`src/rtl/round_scheduler.sv`:
```
// Round scheduler for the matrix encoder: launches the step units one at a time,
// round after round, hands the shared state buffer to the active unit and aborts hung units.
module round_scheduler #(
    parameter int NUM_UNITS  = 5,
    parameter int NUM_ROUNDS = 24,
    parameter int TIMEOUT    = 256,
    parameter int SELW       = 3
) (
    input  logic                 clk,
    input  logic                 rst,
    input  logic                 start,
    input  logic [NUM_UNITS-1:0] unit_done,
    output logic [NUM_UNITS-1:0] unit_start,
    output logic [SELW-1:0]      mem_sel,
    output logic [2:0]           unit_idx,
    output logic [4:0]           round_idx,
    output logic                 busy,
    output logic                 done,
    output logic                 err
);

    localparam int              TW         = $clog2(TIMEOUT);
    localparam logic [2:0]      LAST_UNIT  = 3'(NUM_UNITS - 1);
    localparam logic [4:0]      LAST_ROUND = 5'(NUM_ROUNDS - 1);
    localparam logic [TW-1:0]   TIMER_LAST = TW'(TIMEOUT - 1);
    localparam logic [SELW-1:0] HOST_SEL   = SELW'(NUM_UNITS);

    typedef enum logic [2:0] {
        S_IDLE,
        S_LAUNCH,
        S_WAIT,
        S_NEXT,
        S_FINISH,
        S_ABORT
    } state_t;

    state_t        state_q, state_d;
    logic [2:0]    unit_q, unit_d;
    logic [4:0]    round_q, round_d;
    logic [TW-1:0] timer_q, timer_d;
    logic          err_q, err_d;

    always_comb begin
        // NOTE: every target gets a default first, so no path can infer a latch.
        state_d = state_q;
        unit_d  = unit_q;
        round_d = round_q;
        timer_d = timer_q;
        err_d   = err_q;
        case (state_q)
            S_IDLE: begin
                if (start) begin
                    state_d = S_LAUNCH;
                    unit_d  = '0;
                    round_d = '0;
                    err_d   = 1'b0;
                end
            end
            S_LAUNCH: begin
                timer_d = '0;
                state_d = S_WAIT;
            end
            S_WAIT: begin
                // Completion beats the watchdog when both happen in the same cycle.
                if (unit_done[unit_q]) begin
                    state_d = S_NEXT;
                end else if (timer_q == TIMER_LAST) begin
                    state_d = S_ABORT;
                    err_d   = 1'b1;
                end else begin
                    timer_d = timer_q + 1'b1;
                end
            end
            S_NEXT: begin
                if (unit_q != LAST_UNIT) begin
                    unit_d  = unit_q + 1'b1;
                    state_d = S_LAUNCH;
                end else begin
                    unit_d = '0;
                    if (round_q == LAST_ROUND) begin
                        state_d = S_FINISH;
                    end else begin
                        round_d = round_q + 1'b1;
                        state_d = S_LAUNCH;
                    end
                end
            end
            S_FINISH: state_d = S_IDLE;
            S_ABORT:  state_d = S_IDLE;
            default:  state_d = S_IDLE;
        endcase
    end

    // NOTE: sequential state uses non-blocking assignments only.
    always_ff @(posedge clk or posedge rst) begin
        if (rst) begin
            state_q <= S_IDLE;
            unit_q  <= '0;
            round_q <= '0;
            timer_q <= '0;
            err_q   <= 1'b0;
        end else begin
            state_q <= state_d;
            unit_q  <= unit_d;
            round_q <= round_d;
            timer_q <= timer_d;
            err_q   <= err_d;
        end
    end

    // Outputs decode from registered state only, so they follow reset immediately.
    always_comb begin
        unit_start = '0;
        mem_sel    = HOST_SEL;
        if (state_q == S_LAUNCH) begin
            unit_start = NUM_UNITS'(1) << unit_q;
        end
        if (state_q == S_LAUNCH || state_q == S_WAIT || state_q == S_NEXT) begin
            mem_sel = SELW'(unit_q);
        end
    end

    assign busy      = (state_q != S_IDLE);
    assign done      = (state_q == S_FINISH) || (state_q == S_ABORT);
    assign err       = err_q;
    assign unit_idx  = unit_q;
    assign round_idx = round_q;

endmodule

```
`config.mk`:
```
export PLATFORM = sky130hd
export DESIGN_NAME = round_scheduler
export DESIGN_NICKNAME = d
export VERILOG_FILES = /design/src/rtl/round_scheduler.sv
export SDC_FILE = /design/constraint.sdc
export NUM_CORES = 1
export LEC_CHECK = 0
export CAP_MARGIN = 40
export CORE_ASPECT_RATIO = 0.75
export CORE_UTILIZATION = 44
export CTS_CLUSTER_SIZE = 30
export DETAILED_ROUTE_END_ITERATION = 8
export PLACE_DENSITY_LB_ADDON = 0.1
export SLEW_MARGIN = 20
export SYNTH_ARGS = -nofsm -noshare
export SYNTH_HDL_FRONTEND = slang
export SYNTH_SLANG_ARGS = --single-unit
```
`constraint.sdc`:
```
create_clock -name clk -period 1.65 [get_ports clk]
set_clock_uncertainty 0.1 [all_clocks]
set_input_delay 0.2475 -clock clk [delete_from_list [all_inputs] [get_ports clk]]
set_output_delay 0.2475 -clock clk [all_outputs]
set_load 0.01 [all_outputs]
```
# Word-level counts from Yosys, hierarchy flattened
# Index checks and enable logic that the tools add are counted.
[classes] n_lt_le_gt_ge=1 addsub=3 n_mux=24 shift=1 n_reduce_logical=13 n_eq_ne=15
[ops] operator="2-to-1 mux 3 bit" count=8
[ops] operator="2-to-1 mux 5 bit" count=4
[ops] operator="2-to-1 mux 8 bit" count=2
[ops] operator="one-hot mux 8 bit (2 select lines)" count=1
[ops] operator="!= test 2 bit, second input constant" count=6
[ops] operator="one-hot mux 3 bit (4 select lines)" count=1
[ops] operator="one-hot mux 5 bit (2 select lines)" count=1
[ops] operator="adder 8 x 1 -> 8 bit, second input constant" count=1
[ops] operator="equality test 8 bit, second input constant" count=1
[ops] operator="AND reduction 4 bit" count=2
[ops] operator="equality test 3 x 2 -> 1 bit, second input constant" count=2
[ops] operator="equality test 3 bit, second input constant" count=2
[ops] operator="!= test 3 bit, second input constant" count=2
[ops] operator="one-hot mux 3 bit (2 select lines)" count=1
[ops] operator="nonzero test 2 bit" count=3
[ops] operator="adder 5 x 1 -> 5 bit, second input constant" count=1
[ops] operator="equality test 5 bit, second input constant" count=1
[ops] operator="<< shifter 1 x 3 -> 5 bit, first input constant" count=1
[ops] operator="less-than comparator 3 x 4 -> 1 bit, second input constant" count=1
[ops] operator="2-to-1 mux 1 bit" count=4
[ops] operator="AND reduction 2 bit" count=2
[ops] operator="adder 3 x 1 -> 3 bit, second input constant" count=1
[ops] operator="binary-select mux 1 bit (select 3 bit)" count=1
[ops] operator="equality test 3 x 1 -> 1 bit, second input constant" count=1
[ops] operator="5 further kinds" count=7
[totals] out_inout_bits=19 word_cells=62 inputBits=8 regBits=20

# Depth between registers and ports, before layout
[depth] depth_word=4 depth_mapped=7 ltp_nobuf=7

# Worst setup path after synthesis
# Ideal clock, no wire load.
[synth_timing] kind="reg2reg" startpoint="register unit_q[1], in the netlist unit_idx[1]" endpoint="register round_q[3], in the netlist round_idx[3]" required_ns=1.473 setup_ns=0.077 synth_period_minus_slack_ns=1.780 setup_slack_ns=-0.130 path_stages_with_launch=8 t_arrival_ns=1.602 path_cell_list="dfrtp_1 inv_1 ha_1 nand2_1 nor2_8 a21oi_4 or3_1 a21oi_1"
[synth_via] elab_chain_len=3
[synth_lines] item="start, declared" line_no="38" source="logic [2:0] unit_q, unit_d;"
[synth_lines] item="start signal, assigned" line_no="104" source="unit_q <= unit_d;"
[synth_lines] item="!= test 3 bit" line_no="75" source="if (unit_q != LAST_UNIT) begin"
[synth_lines] item="!= test 2 bit (no source line)"
[synth_lines] item="AND reduction 4 bit (no source line)"
[synth_lines] item="end signal, assigned" line_no="105" source="round_q <= round_d;"
[synth_lines] item="end, declared" line_no="39" source="logic [4:0] round_q, round_d;"
# Every way passes these cells.
# A chain may end at the register's enable or synchronous reset.

# Final worst setup path
[layout_timing] startpoint="register state_q[1]" endpoint="register timer_q[6]"
[layout_via] elab_chain_len=3
[layout_lines] item="start, declared" line_no="37" source="state_t state_q, state_d;"
[layout_lines] item="start signal, assigned" line_no="103" source="state_q <= state_d;"
[layout_lines] item="equality test 3 x 2 -> 1 bit / equality test 3 x 1 -> 1 bit (equally long branches)" line_no="50" source="case (state_q)"
[layout_lines] item="!= test 2 bit (no source line) / nonzero test 2 bit (equally long branches)"
[layout_lines] item="AND reduction 3 bit (no source line)"
[layout_lines] item="end signal, assigned" line_no="106" source="timer_q <= timer_d;"
[layout_lines] item="end, declared" line_no="40" source="logic [TW-1:0] timer_q, timer_d;"
# Parallel ways exist; a longest one is shown, timed or not.

==> run summary <==
Status: finished, violations left
Violated checks: setup timing
Comb power frac: 64.9%
Gp weighted congestion: 0.790
Leak Pwr: 1.12 nW
Worst skew pair latency: 0.27 ns
Gr usage total: 26.7%
WS Path Type: flop to flop
CTS tree: done
Layout cells sized above 1: 52.3%
Die span in y: 48.9 µm
#FFs+latches synth: 20
Final Hold Vio Count: 0
Io pins: 27
Max-Cap Viols: 0
Diodes inserted: 0
CTS Buffer Depth: 2
Pre-CTS setup slack: -0.282 ns
Actual slew at the worst max-slew pin: 0.382 ns
Post-Syn Area per Cell: 9.55 µm²
CTS Root Cell: clkbuf_8
NetSw: 0.00133 W
Crit start category: flop
# DRC: 0
Die area: 0.00315 mm²
Via count: 1419
Pwr/cell area: 1530 mW/mm²
Rows: 16
Area Overhead vs Synth: 74.7%
Initial Util: 47.7%
Final Setup Violations: 27
Multi-input logic area: 901 µm²
RSZ-0062 raised after global routing: true
Total clock sinks: 20
Post-synth top cells: dfrtp_1, nand2_1, nand3_1, o21ai_0
Tightest Hold Check Type: primary input to asynchronous set/reset pin
Switching share of power: 38.8%
Seq/Total Area, Yosys: 38.8%
Cell taking the most area after synthesis: dfrtp_1
Synth top area cells: dfrtp_1, ha_1, nand3_1
Ys async rst share: 100%
Required time worst endpoint: 1.66 ns
Num CTS Buffers: 3
DP Wirelength: 2570 µm
Vias per cell: 5.63
Routed Antenna Nets: 0
Number of global-route vias before repair: 1329
Cts hold-fix bufs: 0
Net Count, Synth: 150
Die X: 64.5 µm
CP Capture Type: flop
Fmax: 0.521 GHz
Count leader, synth: dfrtp_1
1st-iter DRT viols: 85
Clock-pin slew on the worst setup and hold paths: 0.09 ns
Pwr Total: 0.00343 W
Layout net count: 232
Worst VDD drop: 997 µV
Largest net degree at the start of global routing: 21
Fin worst setup slack: -0.270 ns
Gr ovfl total: 0
Reg power frac: 20.3%
Internal power: 0.00210 W
Cell count after synthesis: 135
Final Max Tran Viols: 0
I/O Buffers: 26
Top-area cell type share of the netlist area: 38.8%
Post-synth EDFFs: 0
Min cycle time layout: 1.92 ns
Fillcell total: 150
Routed len/inst: 17.8 µm
Fin crit share: 116%
FF/Latch Area: 505 µm²
First-pass GRT wire length: 6360 µm
CTS H-tree depth: 1
Core region area: 0.00270 mm²
Pre-antenna DRT Iters: 4
Primary FF master, synth: dfrtp_1
Post-detailed-routing wire length: 4480 µm
Initial antenna violation count: 0
Critical path peak fanout: 8
Arrival @ worst endpoint: 1.93 ns
Number of synthesis warnings: 0
Mapped Area: 0.00129 mm²
Clock power frac: 14.9%
Slew headroom: 74.4%
Yosys cell types: 39
## power groups by stage
stage	clock network [W]	logic, W	registers [W]
after floorplan	0	0.000813	0.000742
after global placement	0	0.00161	0.000691
after detailed placement	0	0.00165	0.000709
after CTS	0.000508	0.00189	0.000685
after global routing	0.000529	0.00236	0.000707
final	0.000510	0.00223	0.000696
## cells in the final DEF (no fill, tap or decap), drive strengths merged, types with 2 or more instances in the layout
| cell type | count |
|---|---|
| buf | 64 |
| dfrtp | 20 |
| nand2 | 16 |
| nand3 | 14 |
| clkdlybuf4s50 | 10 |
| o21ai | 10 |
| nor2 | 9 |
| or3 | 7 |
| a21oi | 7 |
| ha | 7 |
| o31ai | 5 |
| inv | 5 |
| a21o | 4 |
| and3 | 4 |
| clkbuf | 3 |
| dlymetal6s2s | 3 |
| dlygate4sd2 | 3 |
| mux2 | 3 |
| o211ai | 3 |
| and3b | 2 |
| nor3b | 2 |
| nor3 | 2 |
## through the flow
step	hold slack (ns)	std cells	instance area (µm²)	utilization (%)	setup TNS, ns
floorplan	0.111	135	1310	-	-0.112
global placement	0.420	229	1850	68.5	-2.80
detailed placement	0.424	229	1850	68.5	-3.77
CTS	0.216	246	2090	77.4	-2.73
global route	0.230	252	2250	83.3	-4.76
finish	0.197	252	2250	83.3	-3.12
## path summary, 6_finish.rpt
path | startpoint | end | slack (ns) | cells past startpoint
worst min-delay path | rst | round_idx[4]$_DFFE_PP0P_ | 0.20 | 3
min in group clk | err$_DFFE_PP0P_ | err$_DFFE_PP0P_ | 0.45 | 2
max in group asynchronous | rst | unit_idx[0]$_DFFE_PP0P_ | 1.00 | 3
worst max-delay path | state_q[1]$_DFFE_PP0P_ | timer_q[6]$_DFFE_PP0P_ | -0.27 | 7
worst min register to register | err$_DFFE_PP0P_ | err$_DFFE_PP0P_ | 0.45 | 2
worst max register to register | state_q[1]$_DFFE_PP0P_ | timer_q[6]$_DFFE_PP0P_ | -0.27 | 7
## cells by family after synthesis
| logic type | count (synthesis) | synth area share [%] |
|---|---|---|
| adders and majority gates | 7 | 6.80 |
| and+or+nand+nor | 62 | 28.7 |
| DFF | 20 | 38.8 |
| muxes | 4 | 3.69 |
| AOI/OAI and AO/OA | 33 | 18.1 |
| buffers and inverters | 9 | 3.88 |
## critical path: stages (launching register included)
cell and delay (ns):
dfrtp_1 0.36, buf_6 0.11, buf_6 0.08, buf_4 0.12, nor3b_4 0.30, o211ai_4 0.21
o211ai_1 0.29, nand3_1 0.18
## layout make-up
cell class,count,area share [%]
Timing Repair Buffer,81,31.5
Sequential cell,20,22.5
Inverter,5,0.834
Tap cell,36,2.00
Multi-Input combinational cell,106,40.0
Clock buffer,3,1.83
Clock inverter,1,1.33
## registers in the layout (all words and copies together), names as in the netlist
name / cells
round_idx: 5
state_q: 3
timer_q: 8
unit_idx: 3
err: 1
## per-layer routing
layer  part of all wire (%)  vias up  GRT usage [%]
met5                      0        -              0
met3                    6.3       14           5.61
met2                     50       69           47.0
met1                     41      678           33.7
met4                    2.9        0           5.19
li1                       -      658              -
## timing repair
| item | CTS | global route |
|---|---|---|
| resized for setup | 67 | 33 |
| pin swaps | 14 | 11 |
| setup buffers | 14 | 7 |
| endpoints found under the setup margin | 30 | 33 |
| hold endpoints to repair | 0 | 0 |
Power figures use the tool's default switching activity.
